$ cat src/rtl/vedic_pkg.sv
// Shared types and constants for the iterative 64x64 vedic multiplier.
package vedic_pkg;

    localparam int HALF_W = 32;

    typedef enum logic [1:0] {
        IDLE = 2'd0,
        MUL  = 2'd1,
        DONE = 2'd2
    } state_t;

    localparam logic [1:0] STEP_LL = 2'd0;
    localparam logic [1:0] STEP_LH = 2'd1;
    localparam logic [1:0] STEP_HL = 2'd2;
    localparam logic [1:0] STEP_HH = 2'd3;

    // Left shift applied to each half-product before accumulation.
    function automatic logic [6:0] step_shift(input logic [1:0] step);
        case (step)
            STEP_LL: step_shift = 7'd0;
            STEP_LH: step_shift = 7'd32;
            STEP_HL: step_shift = 7'd32;
            default: step_shift = 7'd64;
        endcase
    endfunction

    // Lowest unskipped step at or above 'from'; bit 2 of the result flags "found".
    function automatic logic [2:0] next_unskipped(input logic [3:0] skip, input logic [2:0] from);
        next_unskipped = 3'b000;
        for (int s = 3; s >= 0; s--) begin
            if (s >= int'(from) && !skip[s])
                next_unskipped = {1'b1, 2'(s)};
        end
    endfunction

endpackage

$ cat src/rtl/vedic_mul64_seq_if.sv
// Operand/result handshake bundle for vedic_mul64_seq.
interface vedic_mul64_seq_if #(parameter int CNT_W = 16);
    logic             in_valid;
    logic             in_ready;
    logic [63:0]      a;
    logic [63:0]      b;
    logic             out_valid;
    logic             out_ready;
    logic [127:0]     y;
    logic             busy;
    logic [CNT_W-1:0] op_count;

    modport slave  (input  in_valid, a, b, out_ready,
                    output in_ready, out_valid, y, busy, op_count);
    modport master (output in_valid, a, b, out_ready,
                    input  in_ready, out_valid, y, busy, op_count);
endinterface

$ cat src/rtl/vedic_mul64_seq_vedic_32x32.sv
// vedic_32x32: combinational 32x32 unsigned multiplier, urdhva-tiryagbhyam
// (vertical and crosswise) composition of four 16x16 partial products.
module vedic_32x32 (
    input  logic [31:0] i_a,
    input  logic [31:0] i_b,
    output logic [63:0] o_p
);
    logic [31:0] w_ll, w_lh, w_hl, w_hh;
    logic [32:0] w_cross;

    assign w_ll    = {16'b0, i_a[15:0]}  * {16'b0, i_b[15:0]};
    assign w_lh    = {16'b0, i_a[15:0]}  * {16'b0, i_b[31:16]};
    assign w_hl    = {16'b0, i_a[31:16]} * {16'b0, i_b[15:0]};
    assign w_hh    = {16'b0, i_a[31:16]} * {16'b0, i_b[31:16]};
    // Crosswise terms share a weight, so sum them before shifting.
    assign w_cross = {1'b0, w_lh} + {1'b0, w_hl};
    assign o_p     = {32'b0, w_ll} + {15'b0, w_cross, 16'b0} + {w_hh, 32'b0};
endmodule

$ cat src/rtl/vedic_mul64_seq.sv
// vedic_mul64_seq: iterative 64x64 unsigned multiplier, one half-product per cycle
// through a single vedic_32x32. Optional macro ZERO_SKIP_EN skips half-products
// whose operand halves are zero (results identical, shorter latency).
module vedic_mul64_seq
    import vedic_pkg::*;
#(
    parameter int CNT_W = 16
) (
    input  logic             clk,
    input  logic             rst_n,
    vedic_mul64_seq_if.slave bus
);
    state_t           r_state;
    logic [63:0]      r_a, r_b;
    logic [127:0]     r_acc;
    logic [1:0]       r_step;
    logic [3:0]       r_skip;
    logic             r_in_ready, r_out_valid, r_busy;
    logic [CNT_W-1:0] r_cnt;

    logic [3:0]   w_mask;
    logic [2:0]   w_first, w_next;
    logic [31:0]  w_ah, w_bh;
    logic [63:0]  w_prod;
    logic [127:0] w_term;

    // Skip mask is built from the live inputs so it is ready at the accept edge.
`ifdef ZERO_SKIP_EN
    assign w_mask = {(bus.a[63:32] == '0) || (bus.b[63:32] == '0),
                     (bus.a[63:32] == '0) || (bus.b[31:0]  == '0),
                     (bus.a[31:0]  == '0) || (bus.b[63:32] == '0),
                     (bus.a[31:0]  == '0) || (bus.b[31:0]  == '0)};
`else
    assign w_mask = 4'b0000;
`endif

    assign w_first = next_unskipped(w_mask, 3'd0);
    assign w_next  = next_unskipped(r_skip, {1'b0, r_step} + 3'd1);

    // Step bit 1 picks the a-half, bit 0 picks the b-half (LL, LH, HL, HH).
    assign w_ah = r_step[1] ? r_a[63:32] : r_a[31:0];
    assign w_bh = r_step[0] ? r_b[63:32] : r_b[31:0];

    vedic_32x32 u_mul (.i_a(w_ah), .i_b(w_bh), .o_p(w_prod));

    // A skipped step contributes nothing; this also covers the all-skipped dummy cycle.
    assign w_term = r_skip[r_step] ? '0 : ({64'b0, w_prod} << step_shift(r_step));

    // Control FSM, accumulator and registered handshake outputs.
    always_ff @(posedge clk or negedge rst_n) begin
        if (!rst_n) begin
            r_state     <= IDLE;
            r_a         <= '0;
            r_b         <= '0;
            r_acc       <= '0;
            r_step      <= STEP_LL;
            r_skip      <= '0;
            r_in_ready  <= 1'b1;
            r_out_valid <= 1'b0;
            r_busy      <= 1'b0;
            r_cnt       <= '0;
        end else begin
            case (r_state)
                IDLE: begin
                    if (bus.in_valid && r_in_ready) begin
                        r_a        <= bus.a;
                        r_b        <= bus.b;
                        r_acc      <= '0;
                        r_skip     <= w_mask;
                        r_step     <= w_first[2] ? w_first[1:0] : STEP_LL;
                        r_in_ready <= 1'b0;
                        r_busy     <= 1'b1;
                        r_state    <= MUL;
                    end
                end
                MUL: begin
                    r_acc <= r_acc + w_term;
                    if (w_next[2]) begin
                        r_step <= w_next[1:0];
                    end else begin
                        r_out_valid <= 1'b1;
                        r_state     <= DONE;
                    end
                end
                DONE: begin
                    if (bus.out_ready) begin
                        r_out_valid <= 1'b0;
                        r_in_ready  <= 1'b1;
                        r_busy      <= 1'b0;
                        r_cnt       <= r_cnt + 1'b1;
                        r_state     <= IDLE;
                    end
                end
                default: r_state <= IDLE;
            endcase
        end
    end

    assign bus.in_ready  = r_in_ready;
    assign bus.out_valid = r_out_valid;
    assign bus.y         = r_acc;
    assign bus.busy      = r_busy;
    assign bus.op_count  = r_cnt;
endmodule

$ cat src/flat_wrapper.sv
// flat-port wrapper written by rule: the top's interface ports become plain ports
module vedic_mul64_seq_flat import vedic_pkg::*;
#(
    parameter int CNT_W = 16
)
  (clk, rst_n, bus_in_valid, bus_a, bus_b, bus_out_ready, bus_in_ready, bus_out_valid, bus_y, bus_busy, bus_op_count);
  vedic_mul64_seq_if #(.CNT_W(CNT_W)) bus_i ();
  input  logic clk;
  input  logic rst_n;
  input wire logic [$bits(bus_i.in_valid)-1:0] bus_in_valid;
  input wire logic [$bits(bus_i.a)-1:0] bus_a;
  input wire logic [$bits(bus_i.b)-1:0] bus_b;
  input wire logic [$bits(bus_i.out_ready)-1:0] bus_out_ready;
  output wire logic [$bits(bus_i.in_ready)-1:0] bus_in_ready;
  output wire logic [$bits(bus_i.out_valid)-1:0] bus_out_valid;
  output wire logic [$bits(bus_i.y)-1:0] bus_y;
  output wire logic [$bits(bus_i.busy)-1:0] bus_busy;
  output wire logic [$bits(bus_i.op_count)-1:0] bus_op_count;
  assign bus_i.in_valid = bus_in_valid;
  assign bus_i.a = bus_a;
  assign bus_i.b = bus_b;
  assign bus_i.out_ready = bus_out_ready;
  assign bus_in_ready = bus_i.in_ready;
  assign bus_out_valid = bus_i.out_valid;
  assign bus_y = bus_i.y;
  assign bus_busy = bus_i.busy;
  assign bus_op_count = bus_i.op_count;
  vedic_mul64_seq #(.CNT_W(CNT_W)) u_core (.clk(clk), .rst_n(rst_n), .bus(bus_i));
endmodule
$ cat config.mk
export PLATFORM = sky130hd
export DESIGN_NAME = vedic_mul64_seq_flat
export DESIGN_NICKNAME = d
export VERILOG_FILES = /design/src/rtl/vedic_pkg.sv /design/src/rtl/vedic_mul64_seq_if.sv /design/src/rtl/vedic_mul64_seq_vedic_32x32.sv /design/src/rtl/vedic_mul64_seq.sv /design/src/flat_wrapper.sv
export SDC_FILE = /design/constraint.sdc
export NUM_CORES = 2
export LEC_CHECK = 0
export ABC_AREA = 1
export CORE_UTILIZATION = 50
export DETAILED_ROUTE_END_ITERATION = 12
export GPL_ROUTABILITY_DRIVEN = 0
export PLACE_DENSITY_LB_ADDON = 0.15
export SLEW_MARGIN = 30
export SYNTH_ARGS = -nofsm -noshare
export SYNTH_HDL_FRONTEND = slang
export SYNTH_SLANG_ARGS = --single-unit
$ cat constraint.sdc
create_clock -name clk -period 27.6 [get_ports clk]
set_input_delay 6.9 -clock clk [delete_from_list [all_inputs] [get_ports clk]]
set_output_delay 6.9 -clock clk [all_outputs]
set_load 0.02 [all_outputs]
# --- Yosys cells after proc, flatten, opt, wreduce, memory -nomap -nowiden ---
# Cells that the tools add are included.
op_classes:
  add_sub_neg: 6
  multipliers: 4
  div: 0
  n_lt_le_gt_ge: 5
  eq_ne: 8
  shifts: 1
  muxes: 27
  n_bitwise: 0
  reduce_logical: 14
ops:
  columns: ["operator", "count"]
  rows:
  - ["128-bit 2-to-1 mux", 2]
  - ["128-bit case mux with 2 select lines", 1]
  - ["128-bit adder", 1]
  - ["16-bit by 16-bit multiplier with 32-bit output", 4]
  - ["64-bit by 7-bit << shifter with 128-bit output", 1]
  - ["50-bit by 64-bit adder with 64-bit output", 1]
  - ["32-bit 2-to-1 mux", 2]
  - ["32-bit by 49-bit adder with 50-bit output", 1]
  - ["32-bit by 32-bit adder with 33-bit output", 1]
  - ["16-bit by 1-bit adder with 16-bit output (second input constant)", 1]
  - ["7-bit case mux with 2 select lines", 1]
  - ["3-bit 2-to-1 mux", 4]
  - ["3-bit AND reduction", 4]
  - ["2-bit 2-to-1 mux", 5]
  - ["1-bit by 3-bit greater-or-equal comparator with 1-bit output (first input constant)", 2]
  - ["2-bit by 3-bit greater-or-equal comparator with 1-bit output (first input constant)", 2]
  - ["1-bit 2-to-1 mux", 6]
  - ["1-bit case mux with 2 select lines", 3]
  - ["2-bit case mux with 3 select lines", 1]
  - ["2-bit AND reduction", 3]
  - ["2-bit nonzero test", 3]
  - ["2-bit by 1-bit == test with 1-bit output (second input constant)", 2]
  - ["2-bit == test (second input constant)", 2]
  - ["2-bit zero test", 2]
  - ["other kinds (8)", 10]
word_totals:
  regBits: 279
  latch_bits: 0
  ramBits: 0
  romBits: 0
  elab_cells: 74
  n_memories: 0

# --- Logic depth before layout (Yosys ltp) ---
logic_depth:
  word_depth: 9
  ltp_mapped: 74
  depth_no_buf: 71

# --- Cells and area by module ---
# From an unflattened synthesis, not the netlist that was laid out.
hier_totals:
  cells_unflattened: 10151
  area_unflattened_um2: 66181.0
modules_own_cells:
  columns: ["module", "instances", "cells_each", "area_per_inst_um2"]
  rows:
  - ["vedic_32x32", 1, 5327, 39613.0]
  - ["vedic_mul64_seq", 1, 4824, 26568.0]

# --- Worst setup path before layout ---
# No wires, ideal clock.
synth_path:
  kind: "reg2reg"
  start: "register u_core.r_step[0]"
  end: "register u_core.r_acc[120], in the netlist u_core.bus.y[120]"
  arrival_ns: 12.080
  required_time_ns: 27.483
  slack_ns: 15.403
  path_stages_with_launch: 67
  n_path_buf: 4
  cell_sequence: "dfrtp_1 -> clkbuf_1 -> inv_1 -> clkbuf_1 -> or2_2 -> o21ai_0 -> clkbuf_1 -> clkbuf_1 -> nor2_1 -> fa_1 -> fa_1 -> fa_1 -> inv_1 -> fa_1 -> inv_1 -> fa_1 -> fa_1 -> fa_1 -> [31 not listed] -> ha_1 -> nand2_1 -> nor2_1 -> inv_1 -> nor2_1 -> inv_1 -> nor3_1 -> and2_1 -> nand3_1 -> nand3_2 -> nand2_1 -> nand3_1 -> a21o_1 -> nand2_1 -> nand2_1 -> nand2_1 -> nand3_1 -> nand2_1"
synth_between:
  elab_chain_len: 9
  word_cells_on_any_way: 19
synth_lines:
  columns: ["element", "line_no", "rtl"]
  rows:
  - ["start, declared", "vedic_mul64_seq.sv:16", "logic [1:0] r_step;"]
  - ["start signal, assigned", "vedic_mul64_seq.sv:70", "r_step <= w_first[2] ? w_first[1:0] : STEP_LL;"]
  - ["start signal, assigned", "vedic_mul64_seq.sv:79", "r_step <= w_next[1:0];"]
  - ["32-bit 2-to-1 mux", "vedic_mul64_seq.sv:42", "assign w_bh = r_step[0] ? r_b[63:32] : r_b[31:0];"]
  - ["16-bit by 16-bit multiplier with 32-bit output (on tied branches)", "vedic_mul64_seq_vedic_32x32.sv:12, vedic_mul64_seq_vedic_32x32.sv:13", null]
  - ["32-bit by 32-bit adder with 33-bit output", "vedic_mul64_seq_vedic_32x32.sv:16", "assign w_cross = {1'b0, w_lh} + {1'b0, w_hl};"]
  - ["32-bit by 49-bit adder with 50-bit output", "vedic_mul64_seq_vedic_32x32.sv:17", "assign o_p = {32'b0, w_ll} + {15'b0, w_cross, 16'b0} + {w_hh, 32'b0};"]
  - ["50-bit by 64-bit adder with 64-bit output", "vedic_mul64_seq_vedic_32x32.sv:17", null]
  - ["64-bit by 7-bit << shifter with 128-bit output", "vedic_mul64_seq.sv:47", "assign w_term = r_skip[r_step] ? '0 : ({64'b0, w_prod} << step_shift(r_step));"]
  - ["128-bit 2-to-1 mux *", "vedic_mul64_seq.sv:47", null]
  - ["128-bit adder *", "vedic_mul64_seq.sv:77", "r_acc <= r_acc + w_term;"]
  - ["128-bit case mux with 2 select lines *", "vedic_mul64_seq.sv:63", "case (r_state)"]
  - ["end signal, assigned", "vedic_mul64_seq.sv:77", null]
  - ["end, declared", "vedic_mul64_seq.sv:15", "logic [127:0] r_acc;"]
# Mark *: on every way between the ends. The rest lies on a longest branch, timed or not. The select of a mux whose other input is x is not followed.
# A chain may end at the register's enable or synchronous reset.

# --- Worst setup path in the final report ---
layout_path:
  start: "register u_core.r_step[0]"
  end: "register u_core.r_acc[117], in the netlist u_core.bus.y[117]"
# Same word-level chain as after synthesis.

==> impl_summary.txt <==
----------------------------------------------------
[Worst setup path]
  Classification of the worst setup path ... flop to flop
  Critical path launch point type ... flop
  Top cell by count, worst path ... inv_1
  Buf/Inv on CP ... 13
  Top Family by Delay on Critical Path ... adder cells
  WP data required ... 28.08 ns
  Slowest Stage Delay on Critical Path ... 0.82 ns
  Data arrival time at the worst-slack endpoint ... 16.35 ns
  Critical Path Slowest Stage Cell ... clkinv_1
  Critical path endpoint category ... flop
  Biggest fanout along the worst timing path ... 34
  Slack of the worst reg-to-reg path ... 11.74 ns

[Route]
  Count of nets left with antenna violations after detail routing ... 0
  Routed wire per std cell ... approximately 22 um
  WL final ... 218,800 um
  DR vias ... between 50,000 and 60,000
  Number of vias per cell ... 5.689
  First-pass iteration count of the detailed router ... 9
  Post-detailed-route DRC marker count ... 0
  DRC violation total after the first TritonRoute iteration ... 6,186

[Place]
  Dpl hpwl ... 178,300 um
  # port buffers ... roughly 280
  Placed insts ... 9,693
  Worst-case setup slack after placement ... around 12 ns

[Power]
  Overall power ... 961.0 uW
  Worst vdd rail ir drop ... 0.03617 mV
  Leak ... 35.95 nW
  Combinational share of power ... 0.029
  Sequential power share ... 0.426
  Switching Share ... 0.2310
  Net switching power ... roughly 220 uW
  Cell-internal power ... roughly 740 uW
  Power per standard cell area ... 14.80 mW/mm^2
  Clock network fraction of design power ... 0.546

[STA]
  Pins over their slew limit ... 0
  Number of setup violations in the final report ... 0
  Fmax achieved ... 0.06304 GHz
  Transition time at the pin with the least slew margin ... 1.131 ns
  Setup TNS after final layout ... 0 ns
  Max_slew headroom ... 0.2380
  Share of the clock period used by the worst path ... 0.5748
  Max Clock Skew ... 0.05335 ns
  Worst hold slack across all endpoints ... 0.4654 ns
  Setup WS post-layout ... 11.74 ns
  Minimum clock period after layout ... approximately 16 ns
  Number of hold violations in the final report ... 0
  Unrepaired setup endpoints after global routing ... no

[Logic synthesis]
  Share of the yosys chip area belonging to registers ... 0.1185
  Cell count after synthesis ... 8,030
  Yosys synthesis warning count ... 0
  Post-synthesis net count ... 9,653
  Yosys cell types ... 61
  Top flip-flop cell by instance count after synthesis ... dfrtp_1
  Post-synth EDFFs ... 0
  Mean area per synthesized cell ... 7.341 sq um
  Number of storage elements in the synthesis netlist ... approximately 280
  Async set-reset flop share out of synthesis ... 1.000
  Area of the mapped netlist ... around 0.059 sq mm

[Clocking]
  Gates resized, CTS repair ... 0
  Clk_lat worst skew ... 0.62 ns
  TritonCTS clock tree ... yes
  CTS buffer count ... 34
  Setup Fix Bufs, Post-CTS ... 0
  H-tree lvl count ... 2
  Clk root buf ... clkbuf_16
  Clock input transition at the sequential cells of the worst setup and hold paths ... 0.07 ns
  Post-CTS Hold Fix Bufs ... 0
  Maximum clock insertion buffer count ... 3
  Clock sink count ... 279

[Global routing]
  Largest net degree at the start of global routing ... 99
  First-pass GRT wire length ... approximately 330,000 um
  Number of global-route vias before repair ... roughly 55,000
  Aggregate global routing overflow ... 0
  Total global-route track usage ... 0.3639
  Antenna violations before repair ... 5

[Run status]
  Run status ... finished, final reports clean

[Floorplanning]
  Rows ... 125
  Die width ... 345.4 um
  Initial Utilization ... 0.5059
  Core Footprint ... 0.1165 sq mm
  Number of primary I/O pins ... 279
  Die Footprint ... 0.1193 sq mm
  Y dimension of the die ... 345.4 um

[Finish]
  Synth-to-layout area growth ... 10.17%
  Count of non-filler cells in the finished layout ... 9,756
  Number of fill cells in the layout ... 11,150
  Layout cell share with drive strength beyond 1 ... 0.04581
  Nets ... 9,828

[Min path]
  Type of the tightest min-delay check ... flop to flop

[Job]
  Max-capacitance violation count ... 0

----------------------------------------------------
cells in the mapped netlist, types with 19 or more instances:
| master | n | area [sq um] |
|---|---|---|
| a21o_1 | 29 | 217.7 |
| a21oi_1 | 384 | 1922 |
| a31oi_1 | 40 | 250.2 |
| clkbuf_1 | 231 | 867.1 |
| clkinv_1 | 19 | 71.32 |
| dfrtp_1 | 278 | 6957 |
| fa_1 | 853 | 17080 |
| ha_1 | 638 | 7983 |
| inv_1 | 1542 | 5788 |
| nand2_1 | 1891 | 7098 |
| nand3_1 | 132 | 660.6 |
| nand4_1 | 32 | 200.2 |
| nor2_1 | 1022 | 3836 |
| nor3_1 | 41 | 205.2 |
| o21a_1 | 20 | 150.1 |
| o21ai_0 | 349 | 1747 |
| o21ai_1 | 76 | 380.4 |
| o21bai_1 | 26 | 195.2 |
| or2_2 | 77 | 481.7 |
| xnor2_1 | 71 | 621.9 |
| xor2_1 | 78 | 683.2 |
layout make-up:
cell class                      count  area [sq um]  share of cell area
Inverter                         1572          5903             0.09090
Antenna cell                        2         5.005          0.00007706
Clock buffer                       39         899.6             0.01385
Clock inverter                     22         369.1            0.005683
Tap cell                         1524          1907             0.02936
Multi-Input combinational cell   5932         45270              0.6971
Timing Repair Buffer              386          3607             0.05554
Sequential cell                   279          6983              0.1075
stage by stage:
step	util	area (sq um)
after floorplan	-	58950
after global placement	0.5462	63650
after detailed placement	0.5464	63660
after CTS	0.5572	64930
after global routing	0.5573	64940
final	0.5574	64940
layout by cell type (no fill, tap or decap), types with 71 or more instances in the layout:
cell / instances
o21ai_1: 76
ha_1: 637
fa_1: 853
inv_1: 1538
nor2_1: 1020
xnor2_1: 71
xor2_1: 78
nand3_1: 132
dfrtp_1: 278
nand2_1: 1891
clkdlybuf4s50_1: 277
a21oi_1: 384
o21ai_0: 324
or2_2: 77
buf_4: 104
flip-flops by register name (all words and copies together), names as in the netlist, 2 cells and up:
register,flops
u_core.r_b,64
u_core.bus.y,128
u_core.bus.op_count,16
u_core.r_state,2
u_core.r_a,64
u_core.r_step,2
metal layers:
| layer | routed length [um] | up-vias | track usage |
|---|---|---|---|
| li1 | - | 24860 | - |
| met1 | 84150 | 26685 | 0.4751 |
| met2 | 93390 | 3248 | 0.5475 |
| met3 | 26460 | 709 | 0.09542 |
| met4 | 14810 | 2 | 0.2047 |
| met5 | 13 | - | 0 |
power by group through the flow:
stage | registers, mW | logic (mW) | clock network, mW
after floorplan | 0.417 | 0.0000305 | 0
after global placement | 0.417 | 0.0280 | 0
after detailed placement | 0.417 | 0.0282 | 0
after CTS | 0.409 | 0.0283 | 0.531
after global routing | 0.409 | 0.0303 | 0.544
final | 0.409 | 0.0275 | 0.525
worst paths after layout:
check                      cells after the start        startpoint           endpoint
min in group asynchronous                      1             rst_n   u_core.bus.y[47]
hold reg to reg                                2    u_core.r_a[62]     u_core.r_a[62]
setup reg to reg                              60  u_core.r_step[0]  u_core.bus.y[117]
hold / removal                                 2    u_core.r_a[62]     u_core.r_a[62]
max in group asynchronous                      3             rst_n     u_core.r_a[55]
setup / recovery                              60  u_core.r_step[0]  u_core.bus.y[117]
cells by family after synthesis:
logic type,after synthesis,share of synthesized area
xor+xnor,150,0.02241
fa+ha+maj,1491,0.4251
compound gates,1006,0.09421
mux,6,0.001019
flops,279,0.1185
buf+inv,1819,0.1159
simple gates,3279,0.2229
worst min-delay path, stage by stage, from the launching register on:
cell and delay [ns]:
dfrtp_1 0.33, nand2_1 0.05, nand2_1 0.05
No activity file was read; power rests on OpenSTA's default activity.
